**src/rtl/mc_pkg.sv**
```systemverilog
// Shared definitions for the multicycle CPU controller: opcodes, FSM states
// and datapath mux select encodings.
package mc_pkg;

  localparam int OP_WIDTH = 6;

  localparam logic [5:0] OP_RTYPE = 6'h00;
  localparam logic [5:0] OP_J     = 6'h02;
  localparam logic [5:0] OP_BEQ   = 6'h04;
  localparam logic [5:0] OP_LUI   = 6'h0F;
  localparam logic [5:0] OP_LI    = 6'h1F;
  localparam logic [5:0] OP_LW    = 6'h23;
  localparam logic [5:0] OP_SW    = 6'h2B;

  typedef enum logic [3:0] {
    S_FETCH  = 4'd0,
    S_DECODE = 4'd1,
    S_MEMADR = 4'd2,
    S_MEMRD  = 4'd3,
    S_MEMWB  = 4'd4,
    S_MEMWR  = 4'd5,
    S_EXEC   = 4'd6,
    S_ALUWB  = 4'd7,
    S_BRANCH = 4'd8,
    S_JUMP   = 4'd9,
    S_IMMWB  = 4'd10,
    S_TRAP   = 4'd11
  } state_t;

  localparam logic [1:0] MTR_ALUOUT = 2'd0;
  localparam logic [1:0] MTR_MDR    = 2'd1;
  localparam logic [1:0] MTR_IMM    = 2'd2;
  localparam logic [1:0] MTR_IMMHI  = 2'd3;

  localparam logic [1:0] SRCB_REGB  = 2'd0;
  localparam logic [1:0] SRCB_FOUR  = 2'd1;
  localparam logic [1:0] SRCB_IMM   = 2'd2;
  localparam logic [1:0] SRCB_IMMSH = 2'd3;

  localparam logic [1:0] ALUOP_ADD   = 2'd0;
  localparam logic [1:0] ALUOP_SUB   = 2'd1;
  localparam logic [1:0] ALUOP_FUNCT = 2'd2;

  localparam logic [1:0] PCS_ALU    = 2'd0;
  localparam logic [1:0] PCS_ALUOUT = 2'd1;
  localparam logic [1:0] PCS_JUMP   = 2'd2;
  localparam logic [1:0] PCS_EXC    = 2'd3;

endpackage

```
**src/rtl/multicycle_ctrl_if.sv**
```systemverilog
// Controller <-> datapath bundle: instruction/status inputs to the FSM and
// every mux select and write enable it drives.
interface multicycle_ctrl_if #(parameter int OP_WIDTH = 6);
  logic [OP_WIDTH-1:0] opcode;
  logic                zero;
  logic                mem_ready;

  logic       pc_write;
  logic       pc_write_cond;
  logic       iord;
  logic       mem_read;
  logic       mem_write;
  logic       ir_write;
  logic       reg_dst;
  logic       reg_write;
  logic [1:0] mem_to_reg;
  logic       alu_src_a;
  logic [1:0] alu_src_b;
  logic [1:0] alu_op;
  logic [1:0] pc_source;
  logic       instr_done;
  logic       trap;

  modport master (
    input  opcode, zero, mem_ready,
    output pc_write, pc_write_cond, iord, mem_read, mem_write, ir_write,
           reg_dst, reg_write, mem_to_reg, alu_src_a, alu_src_b, alu_op,
           pc_source, instr_done, trap
  );

  modport slave (
    output opcode, zero, mem_ready,
    input  pc_write, pc_write_cond, iord, mem_read, mem_write, ir_write,
           reg_dst, reg_write, mem_to_reg, alu_src_a, alu_src_b, alu_op,
           pc_source, instr_done, trap
  );
endinterface

```
**src/rtl/multicycle_ctrl.sv**
```systemverilog
// Multicycle CPU main control FSM; outputs decode current state (plus mem_ready in memory states).
// Latency 3-5 cycles per instruction; memory states hold their request until mem_ready.
// Optional ILLEGAL_TRAP_EN routes unknown opcodes to a trap state instead of a NOP.
module multicycle_ctrl
  import mc_pkg::*;
#(
  parameter int OP_WIDTH = mc_pkg::OP_WIDTH
) (
  input logic                clk,
  input logic                rst_n,
  multicycle_ctrl_if.master  bus
);

  state_t              state_q, state_d, dec_tgt;
  logic [OP_WIDTH-1:0] opc_q;
  logic                run_q;

  logic       pcw, pcwc, iord, mrd, mwr, irw, rdst, rwr, srca, done, trp;
  logic [1:0] mtr, srcb, aluop, pcsrc;

  // run_q holds the machine idle (outputs 0, no transitions) until the first edge out of reset.
  always_ff @(posedge clk or negedge rst_n) begin
    if (!rst_n) begin
      state_q <= S_FETCH;
      opc_q   <= '0;
      run_q   <= 1'b0;
    end else begin
      run_q   <= 1'b1;
      state_q <= run_q ? state_d : S_FETCH;
      if (run_q && state_q == S_DECODE)
        opc_q <= bus.opcode;
    end
  end

  always_comb begin
    dec_tgt = S_FETCH;
    case (bus.opcode)
      OP_WIDTH'(OP_LW), OP_WIDTH'(OP_SW): dec_tgt = S_MEMADR;
      OP_WIDTH'(OP_RTYPE):                dec_tgt = S_EXEC;
      OP_WIDTH'(OP_BEQ):                  dec_tgt = S_BRANCH;
      OP_WIDTH'(OP_J):                    dec_tgt = S_JUMP;
      OP_WIDTH'(OP_LI), OP_WIDTH'(OP_LUI): dec_tgt = S_IMMWB;
`ifdef ILLEGAL_TRAP_EN
      default:                            dec_tgt = S_TRAP;
`else
      default:                            dec_tgt = S_FETCH;
`endif
    endcase
  end

  always_comb begin
    state_d = S_FETCH;
    case (state_q)
      S_FETCH:  state_d = bus.mem_ready ? S_DECODE : S_FETCH;
      S_DECODE: state_d = dec_tgt;
      S_MEMADR: state_d = (opc_q == OP_WIDTH'(OP_SW)) ? S_MEMWR : S_MEMRD;
      S_MEMRD:  state_d = bus.mem_ready ? S_MEMWB : S_MEMRD;
      S_MEMWR:  state_d = bus.mem_ready ? S_FETCH : S_MEMWR;
      S_EXEC:   state_d = S_ALUWB;
      default:  state_d = S_FETCH;
    endcase
  end

  always_comb begin
    pcw = 1'b0; pcwc = 1'b0; iord = 1'b0; mrd = 1'b0; mwr = 1'b0; irw = 1'b0;
    rdst = 1'b0; rwr = 1'b0; srca = 1'b0; done = 1'b0; trp = 1'b0;
    mtr = MTR_ALUOUT; srcb = SRCB_REGB; aluop = ALUOP_ADD; pcsrc = PCS_ALU;
    if (run_q) begin
      case (state_q)
        S_FETCH: begin
          mrd  = 1'b1;
          srcb = SRCB_FOUR;
          irw  = bus.mem_ready;
          pcw  = bus.mem_ready;
        end
        S_DECODE: begin
          srcb = SRCB_IMMSH;
          done = (dec_tgt == S_FETCH);
        end
        S_MEMADR: begin srca = 1'b1; srcb = SRCB_IMM; end
        S_MEMRD:  begin mrd = 1'b1; iord = 1'b1; end
        S_MEMWB:  begin rwr = 1'b1; mtr = MTR_MDR; done = 1'b1; end
        S_MEMWR:  begin mwr = 1'b1; iord = 1'b1; done = bus.mem_ready; end
        S_EXEC:   begin srca = 1'b1; aluop = ALUOP_FUNCT; end
        S_ALUWB:  begin rwr = 1'b1; rdst = 1'b1; done = 1'b1; end
        S_BRANCH: begin
          srca  = 1'b1;
          aluop = ALUOP_SUB;
          pcwc  = 1'b1;
          pcsrc = PCS_ALUOUT;
          done  = 1'b1;
        end
        S_JUMP:   begin pcw = 1'b1; pcsrc = PCS_JUMP; done = 1'b1; end
        S_IMMWB: begin
          rwr  = 1'b1;
          mtr  = (opc_q == OP_WIDTH'(OP_LI)) ? MTR_IMM : MTR_IMMHI;
          done = 1'b1;
        end
`ifdef ILLEGAL_TRAP_EN
        S_TRAP: begin pcw = 1'b1; pcsrc = PCS_EXC; trp = 1'b1; done = 1'b1; end
`endif
        default: ;
      endcase
    end
  end

  assign bus.pc_write      = pcw;
  assign bus.pc_write_cond = pcwc;
  assign bus.iord          = iord;
  assign bus.mem_read      = mrd;
  assign bus.mem_write     = mwr;
  assign bus.ir_write      = irw;
  assign bus.reg_dst       = rdst;
  assign bus.reg_write     = rwr;
  assign bus.mem_to_reg    = mtr;
  assign bus.alu_src_a     = srca;
  assign bus.alu_src_b     = srcb;
  assign bus.alu_op        = aluop;
  assign bus.pc_source     = pcsrc;
  assign bus.instr_done    = done;
  assign bus.trap          = trp;

endmodule

```
**src/flat_wrapper.sv**
```systemverilog
// flat-port wrapper written by rule: the top's interface ports become plain ports
module multicycle_ctrl_flat import mc_pkg::*;
#(
  parameter int OP_WIDTH = mc_pkg::OP_WIDTH
)
  (clk, rst_n, bus_opcode, bus_zero, bus_mem_ready, bus_pc_write, bus_pc_write_cond, bus_iord, bus_mem_read, bus_mem_write, bus_ir_write, bus_reg_dst, bus_reg_write, bus_mem_to_reg, bus_alu_src_a, bus_alu_src_b, bus_alu_op, bus_pc_source, bus_instr_done, bus_trap);
  multicycle_ctrl_if #(.OP_WIDTH(OP_WIDTH)) bus_i ();
  input logic clk;
  input logic rst_n;
  input wire logic [$bits(bus_i.opcode)-1:0] bus_opcode;
  input wire logic [$bits(bus_i.zero)-1:0] bus_zero;
  input wire logic [$bits(bus_i.mem_ready)-1:0] bus_mem_ready;
  output wire logic [$bits(bus_i.pc_write)-1:0] bus_pc_write;
  output wire logic [$bits(bus_i.pc_write_cond)-1:0] bus_pc_write_cond;
  output wire logic [$bits(bus_i.iord)-1:0] bus_iord;
  output wire logic [$bits(bus_i.mem_read)-1:0] bus_mem_read;
  output wire logic [$bits(bus_i.mem_write)-1:0] bus_mem_write;
  output wire logic [$bits(bus_i.ir_write)-1:0] bus_ir_write;
  output wire logic [$bits(bus_i.reg_dst)-1:0] bus_reg_dst;
  output wire logic [$bits(bus_i.reg_write)-1:0] bus_reg_write;
  output wire logic [$bits(bus_i.mem_to_reg)-1:0] bus_mem_to_reg;
  output wire logic [$bits(bus_i.alu_src_a)-1:0] bus_alu_src_a;
  output wire logic [$bits(bus_i.alu_src_b)-1:0] bus_alu_src_b;
  output wire logic [$bits(bus_i.alu_op)-1:0] bus_alu_op;
  output wire logic [$bits(bus_i.pc_source)-1:0] bus_pc_source;
  output wire logic [$bits(bus_i.instr_done)-1:0] bus_instr_done;
  output wire logic [$bits(bus_i.trap)-1:0] bus_trap;
  assign bus_i.opcode = bus_opcode;
  assign bus_i.zero = bus_zero;
  assign bus_i.mem_ready = bus_mem_ready;
  assign bus_pc_write = bus_i.pc_write;
  assign bus_pc_write_cond = bus_i.pc_write_cond;
  assign bus_iord = bus_i.iord;
  assign bus_mem_read = bus_i.mem_read;
  assign bus_mem_write = bus_i.mem_write;
  assign bus_ir_write = bus_i.ir_write;
  assign bus_reg_dst = bus_i.reg_dst;
  assign bus_reg_write = bus_i.reg_write;
  assign bus_mem_to_reg = bus_i.mem_to_reg;
  assign bus_alu_src_a = bus_i.alu_src_a;
  assign bus_alu_src_b = bus_i.alu_src_b;
  assign bus_alu_op = bus_i.alu_op;
  assign bus_pc_source = bus_i.pc_source;
  assign bus_instr_done = bus_i.instr_done;
  assign bus_trap = bus_i.trap;
  multicycle_ctrl #(.OP_WIDTH(OP_WIDTH)) u_core (.clk(clk), .rst_n(rst_n), .bus(bus_i));
endmodule
```
**config.mk**
```make
export PLATFORM = sky130hd
export DESIGN_NAME = multicycle_ctrl_flat
export DESIGN_NICKNAME = d
export VERILOG_FILES = /design/src/rtl/mc_pkg.sv /design/src/rtl/multicycle_ctrl_if.sv /design/src/rtl/multicycle_ctrl.sv /design/src/flat_wrapper.sv
export SDC_FILE = /design/constraint.sdc
export NUM_CORES = 1
export LEC_CHECK = 0
export ABC_AREA = 1
export BUFFER_PORTS_ARGS = -buffer_cell sky130_fd_sc_hd__buf_4
export CORE_AREA = 5 5 47 49
export CTS_CLUSTER_DIAMETER = 120
export DETAILED_ROUTE_END_ITERATION = 10
export DIE_AREA = 0 0 52 54
export GPL_TIMING_DRIVEN = 1
export PLACE_DENSITY = 0.82
export SLEW_MARGIN = 20
export SYNTH_ARGS = -nofsm -noshare
export SYNTH_HDL_FRONTEND = slang
export SYNTH_SLANG_ARGS = --single-unit
```
**constraint.sdc**
```tcl
create_clock -name clk -period 2.4 [get_ports clk]
set_clock_uncertainty 0.15 [all_clocks]
set_input_delay 0.24 -clock clk [delete_from_list [all_inputs] [get_ports clk]]
set_output_delay 0.24 -clock clk [all_outputs]
set_load 0.005 [all_outputs]
```
==> results of run 1 <==
[cell families after synthesis]
group | synth area share (%)
and+or+nand+nor | 43.6
buffers and inverters | 12.2
AOI/OAI and AO/OA | 11.4
DFF | 31.9
other | 0.870
[worst max path at each step]
stage / end / cells past startpoint / slack [ns]
5_1_grt: bus_instr_done / 8 / 0.19
2_1_floorplan: bus_alu_op[0] / 4 / 0.83
6_report: bus_instr_done / 8 / 0.35
3_3_place_gp: bus_instr_done / 8 / 0.70
3_5_place_dp: bus_instr_done / 8 / 0.65
4_1_cts: bus_instr_done / 8 / 0.35
[cell type report]
| type | instances | area [um2] | share of cell area [%] |
|---|---|---|---|
| sequential | 11 | 275 | 25.0 |
| inverter | 21 | 78.8 | 7.15 |
| clock buffer | 4 | 26.3 | 2.38 |
| timing repair buffer | 27 | 205 | 18.6 |
| multi-input combinational | 99 | 483 | 43.8 |
| tap | 27 | 33.8 | 3.06 |
[routing by layer]
layer	vias to the layer above	wire length, um	GRT usage (%)
met3	4	94	1.66
met2	33	1110	30.3
met4	0	48	10.5
li1	466	-	-
met1	426	917	19.7
met5	-	0	0
[stage by stage]
step | cell area [um2] | total power, mW | worst slack [ns]
global placement | 1070 | 0.328 | 0.701
finish | 1100 | 0.454 | 0.346
floorplan | 863 | 0.291 | 0.829
global route | 1100 | 0.481 | 0.193
CTS | 1100 | 0.459 | 0.345
detailed placement | 1070 | 0.333 | 0.651
[critical path, cell delays in order (launching register included)]
cell     delay [ns]
dfrtp_1        0.47
nor2_1         0.25
nand2_1        0.12
nand2_1        0.10
inv_1          0.04
nand2_1        0.09
nor2_1         0.05
a21oi_1        0.14
buf_4          0.14
[sequential cells by signal (all words and copies together) (netlist names)]
register	cells
u_core.opc_q	6
u_core.state_q	4
u_core.run_q	1
[placed cells by master (no fill, tap or decap)]
cell type	n
a31oi_1	2
nor2_2	2
nor2_4	3
clkbuf_1	1
o21ai_0	5
buf_4	26
dfrtp_1	11
inv_2	4
nor2_8	1
nand2_1	28
clkinv_1	1
nand3_1	8
nand2_4	1
a21oi_1	6
nor2_1	29
nor3_1	4
nand2_2	2
dlygate4sd3_1	1
conb_1	2
inv_1	16
clkbuf_4	3
o21ai_2	2
o22a_1	1
nor4_1	1
and3_1	1
o21ai_1	1
[power by group]
group / total [mW] / switching [mW] / internal [mW]
combinational: 0.105 / 0.0630 / 0.0422
clock: 0.123 / 0.0586 / 0.0643
sequential: 0.226 / 0.0145 / 0.211
total: 0.454 / 0.136 / 0.318
==> summary.txt, run 1 <==
Setup path
  – Crit. Startpoint: u_core.state_q[1]
  – Startpoint types: flop
  – Crit path DAT: roughly 1.7 ns
  – CP max FO: 6
  – Required @ worst endpoint: between 2 and 2.5 ns
  – Critical R2R Launch: u_core.run_q
  – Cells on worst reg2reg path: 5
  – Worst R2R Setup Slack: 0.79 ns
  – Crit. End Element: output pin
  – Setup CP Type: flop to output pin
  – Reg-to-Reg End: u_core.opc_q[2]

Min path
  – WHS Path Cells: 3
  – Worst Hold Class: input port to flop
  – Worst min-delay path startpoint: bus_opcode[5]
  – Worst Hold Path EP: u_core.opc_q[5]

Die
  – CORE AREA: roughly 1800 um2
  – DIE HEIGHT: 54 um
  – Chip Width: 52 um
  – Initial Util: 47.4%
  – Core Rows: 16
  – I/O Pins: 29
  – Die footprint: 2810 um2

Routing
  – Via count: 929
  – Wire per inst: roughly 12 um
  – Antenna-violating nets left: 0
  – # DRC: 0
  – Routed WL: between 2 and 2.5 mm
  – DR pass1 iterations: 4
  – Via density: 4.92
  – DRT iter0 DRCs: 36

Clock network
  – CTS tree: yes
  – Cts hold-fix bufs: 1
  – Clock sink count: 11
  – Post-CTS setup buffers: 0
  – Root Driver: clkbuf_4
  – Clock Path Buffers: 2
  – H-tree depth: 1
  – Clock buffer count from CTS: 3
  – Gates resized, CTS repair: 0
  – Clk_lat worst skew: ~0.27 ns
  – Clock transition at path regs: 0.07 ns

Placement
  – DPL Wire Length: between 1.5 and 2 mm
  – Gpl congestion: 0.812
  – IO buf count: 26
  – Cells after DPL: about 180

Global routing
  – Pin count of the biggest net entering global routing: 18
  – Initial antenna violation count: 0
  – Vias in the first global route: 872
  – GRT Residual Overflow: 0
  – GRT Overall Usage: 17.1%
  – First-pass GRT wire length: 3.50 mm

Timing
  – Slew @ Worst Pin: 0.521 ns
  – Fmax: 0.487 GHz
  – Fin. max-slew vios: 0
  – Final setup TNS: 0 ns
  – Tcrit/Tclk final: 85.6%
  – Hold Violations, Final: 0
  – RSZ-0062 raised after global routing: false
  – Max transition margin: about 65%
  – Post-layout min period: 2.05 ns
  – Worst hold slack: 0.0629 ns
  – Final Setup Violations: 0

Synthesis
  – Number of flops mapped to enable cells by yosys: 0
  – Sequential fraction of the synthesis area: 31.9%
  – Count leader, synth: nor2_1
  – Synth Net Count: 145
  – Yosys warnings: 0
  – Synth cell count leaders: nor2_1 (29), nand2_1 (28), inv_1 (16)
  – Area contributors post-synth: dfrtp_1 (32%), nor2_1 (13%), nand2_1 (12%)
  – #FFs+latches synth: 11
  – Mapped Area: 863 um2
  – Netlist cell types: 24
  – Average size of a mapped cell: between 6 and 7 um2
  – Synth Instances: 135
  – Leading area contributor after synthesis: dfrtp_1
  – Ys flop type: dfrtp_1
  – Post-synth top area share: 31.9%
  – Async SR Flop Fraction: 100%

Layout
  – Ant diodes: 0
  – Fill count: 170
  – Fin util: 60.5%
  – Layout cells sized above 1: 27.2%
  – Area delta synth->final: 27.7%
  – Fin nets: ~170
  – Layout Cells excl Fill: 189

Run
  – Max_cap viols: 0

Pwr
  – PwrDens: between 400 and 500 nW/um2
  – Pleak: around 0.62 nW
  – VDD IR max: 0.000374 V

Outcome
  – Status: finished, final reports clean
Power figures use the tool's default switching activity.
==> run 2, diff against run 1 <==
Settings changed: CTS_BUF_LIST set to sky130_fd_sc_hd__clkbuf_8.
==> summary.txt, run 2 (synthesis gave the netlist of run 1 again) <==
Global routing
  – Busiest layer in global routing: met2
  – Pin count of the biggest net entering global routing: 18 (unchanged)
  – Vias in the first global route: 895 (+2.6%)
  – Initial antenna violation count: 0 (unchanged)
  – Routing usage on met3: 1.94% (+0.28 points)
  – GRT Residual Overflow: 0 (unchanged)
  – GRT Overall Usage: 17.4% (+0.29 points)
  – GRT met1 Usage: 20.0% (+0.34 points)
  – First-pass GRT wire length: 3.61 mm (+3.1%)
  – Met2 GRT Util: 31.2% (+0.84 points)

Setup path
  – Critical R2R Launch: u_core.run_q
  – Cells on worst reg2reg path: 5 (unchanged)
  – Family with the most delay on the worst path: simple AND/OR/NAND/NOR gates
  – CP max FO: 6 (unchanged)
  – Reg-to-Reg End: u_core.opc_q[2]
  – Levels on crit path: 8 (unchanged)
  – Required @ worst endpoint: 2.01 ns (about the same)
  – Setup crit end: bus_instr_done
  – CP Cell Sequence: nor2_1 -> nand2_1 -> nand2_1 -> inv_1 -> nand2_1 -> nor2_1 -> a21oi_1 -> buf_4
  – Crit. Startpoint: u_core.state_q[1]
  – Slowest-stage cell, CP: dfrtp_1
  – Setup CP Type: flop to output pin
  – Crit. End Element: output pin
  – Worst R2R Setup Slack: 0.80 ns (about the same)
  – Startpoint types: flop
  – Crit path DAT: 1.63 ns (-0.03 ns)
  – Largest stage delay, worst path: 0.47 ns (about the same)
  – CP bufs+invs: 2 (unchanged)
  – Most frequent cell on the critical path: nand2_1

Clock network
  – Clock sink count: 11 (unchanged)
  – Root Driver: clkbuf_8
  – CTS tree: yes
  – Clk_lat worst skew: 0.24 ns (-0.03 ns)
  – Post-CTS setup buffers: 0 (unchanged)
  – Clock Path Buffers: 2 (unchanged)
  – Clock buffer count from CTS: 3 (unchanged)
  – Gates resized, CTS repair: 0 (unchanged)
  – Clock transition at path regs: 0.05 ns (-0.02 ns)
  – H-tree depth: 1 (unchanged)

Timing
  – Tcrit/Tclk final: 84.2% (-1.4 points)
  – Final setup TNS: 0 ns (unchanged)
  – Max transition margin: 65.3% (+0.22 points)
  – Fin. max-slew vios: 0 (unchanged)
  – Fmax: 0.495 GHz (+1.6%)
  – Post-layout min period: 2.02 ns (-0.0331 ns)
  – Hold Violations, Final: 0 (unchanged)
  – RSZ-0062 raised after global routing: false
  – Final Setup Violations: 0 (unchanged)
  – Slew @ Worst Pin: 0.518 ns (-0.00333 ns)
  – Final WS setup: 0.379 ns (+0.0331 ns)

Routing
  – Wire per inst: 11.6 um (+1.0%)
  – Routed WL: 2.20 mm (+1.0%)
  – DRT iter0 DRCs: 17 (-53%)
  – Antenna-violating nets left: 0 (unchanged)
  – # DRC: 0 (unchanged)
  – Via density: 4.96 (+0.86%)
  – Via count: 937 (+0.86%)
  – DR pass1 iterations: 4 (unchanged)

Die
  – DIE HEIGHT: 54 um (unchanged)
  – Chip Width: 52 um (unchanged)
  – I/O Pins: 29 (unchanged)
  – Die footprint: 2810 um2 (unchanged)
  – Core Rows: 16 (unchanged)
  – Initial Util: 47.4% (unchanged)
  – CORE AREA: 1820 um2 (unchanged)

Layout
  – Layout Cells excl Fill: 189 (unchanged)
  – Fill count: 167 (-1.8%)
  – Most common cell after layout, fill and taps aside: nor2_1
  – Ant diodes: 0 (unchanged)
  – Largest reg by FF count: u_core.opc_q
  – Fin nets: 173 (unchanged)
  – Layout cells sized above 1: 27.2% (unchanged)
  – Highest-count cells in the layout ignoring fill and taps: nor2_1 (29), nand2_1 (28), buf_4 (26), inv_1 (17), dfrtp_1 (11)
  – Fin util: 61.5% (+1.0 points)
  – Top flop regs: u_core.opc_q: 6 flops, u_core.state_q: 4 flops, u_core.run_q: 1 flops
  – Number of flip-flops in the largest register: 6 (unchanged)
  – Area delta synth->final: 29.9%

Pwr
  – VDD IR max: 0.000450 V (+20%)
  – Pleak: 0.627 nW (+1.9%)
  – PwrDens: 455 nW/um2 (+11%)

Placement
  – IO buf count: 26 (unchanged)
  – Pre-CTS setup slack: 0.651 ns (unchanged)
  – Gpl congestion: 0.812 (unchanged)
  – DPL Wire Length: 1.74 mm (unchanged)
  – Cells after DPL: 184 (unchanged)

Run
  – Max_cap viols: 0 (unchanged)

Min path
  – Worst Hold Class: input port to flop

Outcome
  – Status: finished, final reports clean
-- run 2: worst min-delay path, cell delays in order --
cell and delay [ns]:
buf_4 0.10, nand2_1 0.05, o21ai_0 0.05
-- run 2: worst min-delay path by stage --
| stage | startpoint | cells past startpoint | to | slack [ns] |
|---|---|---|---|---|
| after floorplan | rst_n | 0 | u_core.opc_q[0] | -0.21 |
| after global placement | rst_n | 1 | u_core.opc_q[0] | -0.08 |
| after detailed placement | rst_n | 1 | u_core.opc_q[3] | -0.07 |
| after CTS | bus_opcode[5] | 3 | u_core.opc_q[5] | 0.09 |
| after global routing | bus_opcode[5] | 3 | u_core.opc_q[5] | 0.10 |
| final | bus_opcode[5] | 3 | u_core.opc_q[5] | 0.09 |
-- run 2: cell type report --
class	instances	area, um2	share of cell area [%]
inverter	21	78.8	7.03
multi-input combinational	99	483	43.1
clock buffer	3	41.3	3.68
tap	27	33.8	3.01
timing repair buffer	27	205	18.3
sequential	11	275	24.6
clock inverter	1	3.75	0.335
-- run 2: where the power goes --
group	leakage, nW	internal, mW	total (mW)	switching [mW]
clock network	0.0269	0.112	0.178	0.0658
logic	0.460	0.0422	0.106	0.0636
registers	0.140	0.212	0.227	0.0152
-- run 2: layer usage --
metal  routed length (um)  share of wire [%]
met1                  907                 41
met5                    0                  0
met2                 1130                 51
met4                   53                2.4
met3                  108                4.9
-- run 2: per-stage QoR --
stage                     power [mW]  hold WS, ns  cell area, um2
final                          0.511       0.0939            1120
after global routing           0.538        0.103            1120
after CTS                      0.515       0.0892            1120
after detailed placement       0.333      -0.0738            1070
after global placement         0.328      -0.0771            1070
after floorplan                0.291       -0.206             863
-- run 2: repair_timing --
item                                    4_1_cts  5_1_grt
hold buffers                                  1        0
endpoints found under the setup margin        0        0
hold endpoints to repair                     11        0
